$ cat src/rtl/bridge_pkg.sv
// bridge_pkg: shared state encoding, control register indices and hwirq placement
package bridge_pkg;

    typedef enum logic [1:0] {
        IDLE,
        ACCESS,
        RESP
    } state_t;

    // Control registers are addressed by word index within the 16-byte window.
    localparam logic [1:0] REG_PEND = 2'd0;
    localparam logic [1:0] REG_MASK = 2'd1;
    localparam logic [1:0] REG_RAW  = 2'd2;

    localparam int HWIRQ_BASE = 2;

endpackage

$ cat src/rtl/bridge_irq_ctrl.sv
// bridge_irq_ctrl: interrupt pending/mask/edge logic and control register read mux
module bridge_irq_ctrl
    import bridge_pkg::*;
#(
    parameter int               N_DEV    = 2,
    parameter logic [N_DEV-1:0] IRQ_EDGE = '0
) (
    input  logic                  clk,
    input  logic                  rst,
    input  logic                  wr_en,
    input  logic [1:0]            word,
    input  logic [N_DEV:0]        wdata,
    input  logic [N_DEV-1:0]      dev_irq,
    input  logic                  test_interrupt,
    output logic [31:0]           rdata,
    output logic [7:HWIRQ_BASE]   hwirq
);

    logic [N_DEV:0]   pend_q, pend_d, mask_q, mask_d, raw, w1c;
    logic [N_DEV-1:0] prev_q;

    always_comb begin
        raw    = {test_interrupt, dev_irq};
        w1c    = (wr_en && word == REG_PEND) ? wdata : '0;
        mask_d = (wr_en && word == REG_MASK) ? wdata : mask_q;
        // Edge sources: a fresh rising edge outranks a simultaneous clear.
        for (int i = 0; i < N_DEV; i++)
            pend_d[i] = IRQ_EDGE[i] ? ((dev_irq[i] & ~prev_q[i]) | (pend_q[i] & ~w1c[i])) : dev_irq[i];
        pend_d[N_DEV] = test_interrupt;
        rdata = (word == REG_PEND) ? 32'(pend_q) :
                (word == REG_MASK) ? 32'(mask_q) :
                (word == REG_RAW)  ? 32'(raw)    : 32'd0;
        hwirq = '0;
        hwirq[HWIRQ_BASE +: N_DEV+1] = pend_q & mask_q;
    end

    always_ff @(posedge clk or negedge rst) begin
        if (!rst) begin
            pend_q <= '0;
            mask_q <= '1;
            prev_q <= '0;
        end else begin
            pend_q <= pend_d;
            mask_q <= mask_d;
            prev_q <= dev_irq;
        end
    end

endmodule

$ cat src/rtl/bridge_wait.sv
// bridge_wait: CPU-to-peripheral bridge with device wait states, timeout bus error
// and a local interrupt control window.
module bridge_wait
    import bridge_pkg::*;
#(
    parameter int               N_DEV      = 2,
    parameter logic [31:0]      DEV_BASE0  = 32'h0000_7F00,
    parameter logic [31:0]      DEV_STRIDE = 32'h10,
    parameter logic [31:0]      CTRL_BASE  = 32'h0000_7F80,
    parameter int               TIMEOUT    = 16,
    parameter logic [N_DEV-1:0] IRQ_EDGE   = '0
) (
    input  logic                  clk,
    input  logic                  rst,
    input  logic                  req,
    input  logic [31:0]           addr,
    input  logic                  write_enable,
    input  logic [3:0]            byte_en,
    input  logic [31:0]           write_data,
    output logic                  ready,
    output logic [31:0]           read_result,
    output logic                  bus_err,
    output logic [N_DEV-1:0]      dev_sel,
    output logic [31:0]           dev_addr,
    output logic                  dev_we,
    output logic [3:0]            dev_be,
    output logic [31:0]           dev_wdata,
    input  logic [32*N_DEV-1:0]   dev_rdata,
    input  logic [N_DEV-1:0]      dev_ack,
    input  logic [N_DEV-1:0]      dev_irq,
    input  logic                  test_interrupt,
    output logic [5:0]            hwirq
);

    localparam int          SH       = $clog2(DEV_STRIDE);
    localparam int          CW       = $clog2(TIMEOUT);
    localparam logic [31:0] DEV_SPAN = 32'(N_DEV) * DEV_STRIDE;

    state_t           state_q, state_d;
    logic [N_DEV-1:0] dev_sel_q, dev_sel_d;
    logic [31:0]      dev_addr_q, dev_addr_d, dev_wdata_q, dev_wdata_d;
    logic [31:0]      read_result_q, read_result_d;
    logic [3:0]       dev_be_q, dev_be_d;
    logic             dev_we_q, dev_we_d, bus_err_q, bus_err_d;
    logic [CW-1:0]    cnt_q, cnt_d;
    logic [31:0]      off, ctrl_off, sel_rdata, ctrl_rdata;
    logic             dev_hit, ctrl_hit, ack, ctrl_we;

    bridge_irq_ctrl #(.N_DEV(N_DEV), .IRQ_EDGE(IRQ_EDGE)) u_irq (
        .clk            (clk),
        .rst            (rst),
        .wr_en          (ctrl_we),
        .word           (addr[3:2]),
        .wdata          (write_data[N_DEV:0]),
        .dev_irq        (dev_irq),
        .test_interrupt (test_interrupt),
        .rdata          (ctrl_rdata),
        .hwirq          (hwirq)
    );

    always_comb begin
        off       = addr - DEV_BASE0;
        ctrl_off  = addr - CTRL_BASE;
        dev_hit   = (addr >= DEV_BASE0) && (off < DEV_SPAN);
        ctrl_hit  = (addr >= CTRL_BASE) && (ctrl_off < 32'd16);
        ack       = |(dev_ack & dev_sel_q);
        sel_rdata = '0;
        for (int i = 0; i < N_DEV; i++)
            if (dev_sel_q[i]) sel_rdata = sel_rdata | dev_rdata[32*i +: 32];
        state_d       = state_q;
        dev_sel_d     = dev_sel_q;
        dev_addr_d    = dev_addr_q;
        dev_we_d      = dev_we_q;
        dev_be_d      = dev_be_q;
        dev_wdata_d   = dev_wdata_q;
        read_result_d = read_result_q;
        bus_err_d     = bus_err_q;
        cnt_d         = cnt_q;
        ctrl_we       = 1'b0;
        case (state_q)
            IDLE: if (req) begin
                if (dev_hit) begin
                    state_d     = ACCESS;
                    dev_sel_d   = N_DEV'(1) << (off >> SH);
                    dev_addr_d  = off & (DEV_STRIDE - 32'd1);
                    dev_we_d    = write_enable;
                    dev_be_d    = byte_en;
                    dev_wdata_d = write_data;
                    cnt_d       = '0;
                end else begin
                    state_d       = RESP;
                    ctrl_we       = ctrl_hit && write_enable;
                    read_result_d = ctrl_hit ? ctrl_rdata : 32'd0;
                    bus_err_d     = !ctrl_hit;
                end
            end
            ACCESS: begin
                if (ack || cnt_q == CW'(TIMEOUT - 1)) begin
                    state_d       = RESP;
                    dev_sel_d     = '0;
                    dev_we_d      = 1'b0;
                    read_result_d = ack ? sel_rdata : 32'd0;
                    bus_err_d     = !ack;
                end else begin
                    cnt_d = cnt_q + CW'(1);
                end
            end
            default: state_d = IDLE;
        endcase
    end

    always_ff @(posedge clk or negedge rst) begin
        if (!rst) begin
            state_q       <= IDLE;
            dev_sel_q     <= '0;
            dev_addr_q    <= '0;
            dev_we_q      <= 1'b0;
            dev_be_q      <= '0;
            dev_wdata_q   <= '0;
            read_result_q <= '0;
            bus_err_q     <= 1'b0;
            cnt_q         <= '0;
        end else begin
            state_q       <= state_d;
            dev_sel_q     <= dev_sel_d;
            dev_addr_q    <= dev_addr_d;
            dev_we_q      <= dev_we_d;
            dev_be_q      <= dev_be_d;
            dev_wdata_q   <= dev_wdata_d;
            read_result_q <= read_result_d;
            bus_err_q     <= bus_err_d;
            cnt_q         <= cnt_d;
        end
    end

    assign ready       = (state_q == RESP);
    assign read_result = read_result_q;
    assign bus_err     = bus_err_q && ready;
    assign dev_sel     = dev_sel_q;
    assign dev_addr    = dev_addr_q;
    assign dev_we      = dev_we_q;
    assign dev_be      = dev_be_q;
    assign dev_wdata   = dev_wdata_q;

endmodule
$ cat config.mk
export PLATFORM = sky130hd
export DESIGN_NAME = bridge_wait
export DESIGN_NICKNAME = d
export VERILOG_FILES = /design/src/rtl/bridge_pkg.sv /design/src/rtl/bridge_irq_ctrl.sv /design/src/rtl/bridge_wait.sv
export SDC_FILE = /design/constraint.sdc
export NUM_CORES = 1
export LEC_CHECK = 0
export ABC_AREA = 1
export CAP_MARGIN = 5
export CORE_MARGIN = 5
export CORE_UTILIZATION = 43
export CTS_CLUSTER_SIZE = 30
export DETAILED_ROUTE_END_ITERATION = 6
export HOLD_SLACK_MARGIN = 0.1
export PLACE_DENSITY = 0.86
export SYNTH_ARGS = -nofsm -noshare
export SYNTH_HDL_FRONTEND = slang
export SYNTH_SLANG_ARGS = --single-unit
$ cat constraint.sdc
create_clock -name clk -period 2.55 [get_ports clk]
set_clock_uncertainty 0.15 [all_clocks]
set_input_delay 0.51 -clock clk [delete_from_list [all_inputs] [get_ports clk]]
set_output_delay 0.51 -clock clk [all_outputs]
set_load 0.005 [all_outputs]
After elaboration in Yosys (flattened, before gate mapping)
Index checks and enable logic that the tools add are counted.
W data, S select, Z words.
{"block": "op_classes", "shift": 1, "addsub": 3, "mux": 34, "n_lt_le_gt_ge": 4, "n_eq_ne": 10, "bitwise_logic": 3, "reduce_logical": 17}
{"cell": "$mux W32", "count": 9}
{"cell": "$ge A32 B15 Y1 const B", "count": 2}
{"cell": "$pmux W32 S2", "count": 1}
{"cell": "$sub A32 B15 Y32 const B", "count": 2}
{"cell": "$lt A32 B5 Y1 const B", "count": 1}
{"cell": "$lt A32 B6 Y1 const B", "count": 1}
{"cell": "$or A32 B32 Y32", "count": 1}
{"cell": "$shl A1 B28 Y2 const A", "count": 1}
{"cell": "$mux W2", "count": 6}
{"cell": "$mux W4", "count": 3}
{"cell": "$reduce_and A4 Y1", "count": 3}
{"cell": "$ne A2 B2 Y1 const B", "count": 5}
{"cell": "$mux W1", "count": 9}
{"cell": "$pmux W2 S2", "count": 2}
{"cell": "$pmux W4 S2", "count": 1}
{"cell": "$logic_and A1 B1 Y1", "count": 5}
{"cell": "$add A4 B1 Y4 const B", "count": 1}
{"cell": "$eq A2 B1 Y1 const B", "count": 2}
{"cell": "$eq A2 B2 Y1 const B", "count": 2}
{"cell": "$eq A4 B4 Y1 const B", "count": 1}
{"cell": "$logic_not A2 Y1", "count": 2}
{"cell": "$pmux W1 S2", "count": 2}
{"cell": "$and A3 B3 Y3", "count": 1}
{"cell": "$mux W3", "count": 1}
{"cell": "7 further kinds", "count": 8}
{"block": "totals", "output_inout_bits": 111, "reg_bits": 88, "word_cells": 83}

Logic depth before layout (Yosys ltp)
{"block": "depth", "depth_word": 8, "depth_mapped": 17, "mapped_depth_nobuf": 17}

Modules after synthesis
Synthesis repeated with hierarchy kept, for this count alone.
{"block": "hier_totals", "hier_cells": 1006, "hier_area_um2": 6622.6}
{"module": "bridge_wait", "instances": 1, "area_per_inst_um2": 6077.1, "cells_each": 935}
{"module": "bridge_irq_ctrl", "instances": 1, "area_per_inst_um2": 545.5, "cells_each": 71}

Least setup slack after synthesis
Ideal clock, no wire load.
{"block": "synth_timing", "kind": "input to register", "start": "input addr[7]", "end": "register u_irq.mask_q[0]", "setup_time_ns": 0.076, "n_path_buf": 1, "cell_stages": 16, "t_arrival_ns": 2.023, "setup_slack_ns": 0.301, "required_ns": 2.324, "path_cell_list": "ha_1 -> inv_1 -> nor2_1 -> nand2_1 -> buf_2 -> nand3_1 -> nand2_1 -> nand2_1 -> nor3_2 -> nand2_1 -> nor2_1 -> nand2_1 -> nor2_2 -> nand2_1 -> nand2_1 -> nand2_1"}
{"block": "synth_via", "elab_chain_len": 8}
{"item": "start, declared", "line": "bridge_wait.sv:16", "text": "input logic [31:0] addr,"}
{"item": "$sub A32 B15 Y32", "line": "bridge_wait.sv:63", "text": "ctrl_off = addr - CTRL_BASE;"}
{"item": "$lt A32 B5 Y1", "line": "bridge_wait.sv:65", "text": "ctrl_hit = (addr >= CTRL_BASE) && (ctrl_off < 32'd16);"}
{"item": "$logic_and A1 B1 Y1", "line": "bridge_wait.sv:65"}
{"item": "$logic_and A1 B1 Y1", "line": "bridge_wait.sv:92", "text": "ctrl_we = ctrl_hit && write_enable;"}
{"item": "$mux W1 (*)", "line": "bridge_wait.sv:82", "text": "if (dev_hit) begin"}
{"item": "$mux W1 (*)", "line": "bridge_wait.sv:81", "text": "IDLE: if (req) begin"}
{"item": "$mux W1 (*)", "line": "bridge_wait.sv:80", "text": "case (state_q)"}
{"item": "$logic_and A1 B1 Y1 (*)", "line": "bridge_irq_ctrl.sv:25", "text": "mask_d = (wr_en && word == REG_MASK) ? wdata : mask_q;"}
{"item": "end signal, assigned", "line": "bridge_irq_ctrl.sv:44", "text": "mask_q <= mask_d;"}
{"item": "end, declared", "line": "bridge_irq_ctrl.sv:19", "text": "logic [N_DEV:0] pend_q, pend_d, mask_q, mask_d, raw, w1c;"}
Mark *: on every way between the ends. The rest lies on a longest branch, timed or not.
A chain may end at the register's enable or synchronous reset.

Worst setup path in the final report
{"block": "layout_timing", "start": "input addr[17]", "end": "register dev_wdata_q[27], in the netlist dev_wdata[27]"}
{"block": "layout_via", "elab_chain_len": 4}
{"item": "$sub A32 B15 Y32", "line": "bridge_wait.sv:62", "text": "off = addr - DEV_BASE0;"}
{"item": "$lt A32 B6 Y1", "line": "bridge_wait.sv:64", "text": "dev_hit = (addr >= DEV_BASE0) && (off < DEV_SPAN);"}
{"item": "$logic_and A1 B1 Y1 (*)", "line": "bridge_wait.sv:64"}
{"item": "$reduce_and A3 Y1 (no source line) (*)"}
{"item": "end signal, assigned", "line": "bridge_wait.sv:129", "text": "dev_wdata_q <= dev_wdata_d;"}
{"item": "end, declared", "line": "bridge_wait.sv:41", "text": "logic [31:0] dev_addr_q, dev_addr_d, dev_wdata_q, dev_wdata_d;"}
Marks and branches as above.

==> results.py <==
metrics = {
    "synth": {
        "async_flop_share": 1.00,
        "syn_inst": 805,
        "synth_area_um2": 5690,
        "ys_seq_elements": 88,
        "ys_warn_count": 0,
        "seq_area_frac_synth": 0.387,
        "ys_types": 36,
        "synth_edf_count": 0,
        "ys.flop_type": "dfrtp_1",
        "synth_area_per_cell_um2": 7.07,
    },
    "die": {
        "io_pins": 252,
        "core_um2": 13100,
        "die_y_um": 125,
        "die_w_um": 125,
        "die_area_um2": 15600,
        "rows": 42,
        "start_util": 0.433,
    },
    "clock_network": {
        "clk_pin_slew_ps": 70,
        "cts_max_path_buffers": 2,
        "htreeDepth": 3,
        "cts_buffers": 9,
        "clock_sinks": 88,
        "clk_latency_ps": 340,
        "cts_tree": "yes",
        "root_buffer": "clkbuf_16",
    },
    "routing": {
        "vias": 6142,
        "wl_um": 19100,
        "avgViaCountPerCell": 4.76,
        "firstDrtPassIters": 5,
        "drt_iter0_drc": 357,
        "drt.antenna.violating_nets": 0,
        "post_drt_wl_per_cell_um": 14.8,
        "post-route-drc-count": 0,
    },
    "placed_design": {
        "io_buffers": 220,
        "pre_cts_ws_ps": -637,
        "placed_cell_area_um2": 8550,
        "place_congestion": 0.969,
        "hpwlAfterDp_um": 14900,
    },
    "final_layout": {
        "drive_gt1_frac": 0.197,
        "finish.instance_area_um2": 9210,
        "syn2layout_area_growth_pct": 61.8,
        "fin_nets": 1253,
        "diodes": 0,
        "fillerInstances": 1105,
    },
    "global_route": {
        "grt_pass1_wl_um": 30200,
        "gr-max-usage-layer": "met2",
        "use_met1": 0.286,
        "gr-usage-met3": 0.0559,
        "grt_pass1_vias": 6172,
        "gr-usage-all-layers": 0.235,
        "grt_max_degree": 51,
        "grt_overflow": 0,
        "antenna_found_initial": 0,
        "globalRouteMet2Util": 0.415,
    },
    "hold_path": {
        "hp-class": "flip-flop to flip-flop",
        "min_path_cells": 2,
    },
    "timing": {
        "layout_setup_ws_ps": 110,
        "setup_viol": 0,
        "drv_slew": 0,
        "setup_tns_ps": 0,
        "final_hold_viol_count": 0,
        "max_freq_ghz": 0.410,
        "holdWs_ps": 323,
        "worstMarginPinSlew_ps": 632,
        "timing.final.crit_share": 0.957,
        "post-route-min-period_ps": 2440,
        "max_slew_margin": 0.579,
    },
    "critical_path": {
        "reg2reg_depth": 9,
        "setup.worst_path.end_class": "flip-flop",
        "crit_chain": "dlygate4sd2_1, inv_1, nand2_1, nor2_2, nand4_1, nand2_2, nand2_2, nor2_2, nand2_1, nor2_4, nand4_4, buf_6, buf_12, nand2_1, o21ai_1",
        "slowest_stage": "dlygate4sd2_1",
        "cp.required_ps": 2620,
        "critPathMaxFanout": 20,
        "crit_arrival_ps": 2510,
        "critPathMaxStageDelay_ps": 300,
        "timing.critical_path.mode_cell": "nand2_1",
        "crit_path_start_kind": "input pin",
        "crit_type": "input pin to flip-flop",
    },
    "status": {
        "status": "complete, no violations",
    },
    "power": {
        "vdd_drop_max_uv": 273,
        "p_total_mw": 3.42,
        "cellPowerDensity_nw_per_um2": 371,
        "p_leak_nw": 4.62,
    },
    "job": {
        "max-cap-violations": 0,
    },
}
cell families (layout without fill, tap and decap cells):
family | after synthesis | count (layout) | share of synthesized area
flops | 88 | 88 | 0.387
xor+xnor | 5 | 5 | 0.00769
compound gates | 99 | 99 | 0.118
fa+ha+maj | 3 | 3 | 0.00659
buf+inv | 156 | 434 | 0.137
other cells | 1 | 31 | 0.000659
simple gates | 453 | 453 | 0.342
cells in the mapped netlist, types with 2 or more instances:
cell type / count / area share
inv_2: 2 / 0.0013
buf_4: 31 / 0.041
o21ai_2: 10 / 0.015
xor2_1: 5 / 0.0077
nand2_4: 2 / 0.0040
nand3_2: 2 / 0.0035
o21ai_1: 31 / 0.027
nor3_1: 2 / 0.0018
nor2_1: 79 / 0.052
a221oi_1: 3 / 0.0046
nor2_4: 4 / 0.0079
dfstp_2: 3 / 0.014
a22o_1: 33 / 0.051
dfrtp_1: 85 / 0.37
nand3_1: 52 / 0.046
clkbuf_1: 14 / 0.0092
ha_1: 3 / 0.0066
clkinv_1: 3 / 0.0020
inv_1: 95 / 0.063
nand4_1: 7 / 0.0077
nand2_1: 269 / 0.18
nand2_2: 21 / 0.023
buf_6: 9 / 0.018
nor2_2: 8 / 0.0088
o21ai_0: 14 / 0.012
a21oi_1: 6 / 0.0053
nand3b_1: 3 / 0.0040
through the flow:
stage	cells	util
final	1289	0.701
after global routing	1289	0.701
after CTS	1288	0.688
after detailed placement	1264	0.651
after global placement	1264	0.651
after floorplan	835	-
area by class of cell:
class,count,area [um2],share of cell area
flip-flops and latches,88,2210,0.239
repair buffers,319,3080,0.334
clock buffers,9,225,0.0244
well taps,176,220,0.0239
clock inverters,6,91.3,0.00991
inverters,100,375,0.0407
multi-input cells,591,3020,0.328
per-layer routing:
metal | part of all wire | routed length, um
met5 | 0 | 0
met4 | 0.020 | 375
met3 | 0.074 | 1410
met2 | 0.50 | 9470
met1 | 0.41 | 7860
path summary, 6_finish.rpt:
path                                  from               to  slack, ps
max                               addr[17]    dev_wdata[27]        110
min                        u_irq.mask_q[2]  u_irq.mask_q[2]        320
max reg2reg                     dev_sel[1]  read_result[10]        580
min reg2reg                u_irq.mask_q[2]  u_irq.mask_q[2]        320
max in group asynchronous              rst  read_result[23]        990
min in group asynchronous              rst     dev_wdata[4]        620
cells in the final DEF, fill, tap and decap left out, types with 6 or more instances in the layout:
master and n:
inv_1 94, nor2_4 14, nand2_1 253, buf_4 87, nand3_2 6, a22o_1 33, nor2_2 21, dfrtp_1 85
o21ai_1 32, nand3_1 47, o21ai_2 11, nand4_1 7, o21ai_0 12, clkdlybuf4s50_1 196, dlymetal6s2s_1 9, nor2_1 56
dlygate4sd2_1 13, clkbuf_16 10, nand2_2 37, conb_1 31
critical path: cells and delay by family:
family | cells | cell delay [ps]
buffers and inverters | 4 | 740
AO/OA/AOI/OAI | 1 | 70
AND/OR/NAND/NOR | 10 | 1180
sequential cells by signal, summed over array words and instances (netlist names):
signal,count
dev_sel,2
dev_be,4
dev_we,1
bus_err_q,1
read_result,32
dev_wdata,32
u_irq.pend_q,3
dev_addr,4
state_q,2
u_irq.mask_q,3
cnt_q,4
report_power, final:
| part | total (mW) | switching (mW) | internal, mW |
|---|---|---|---|
| combinational | 0.589 | 0.268 | 0.322 |
| clock | 1.42 | 0.557 | 0.860 |
| sequential | 1.41 | 0.00626 | 1.41 |
| total | 3.42 | 0.831 | 2.59 |
timing repair:
item                                    4_1_cts  5_1_grt
endpoints found under the setup margin       83       85
endpoints found under the hold margin        46        0
resized for setup                            40       52
cloned                                        2        1
hold buffers                                  1        0
setup buffers                                 6        0
pin swaps                                    13       20
(Power assumes the default switching activity.)
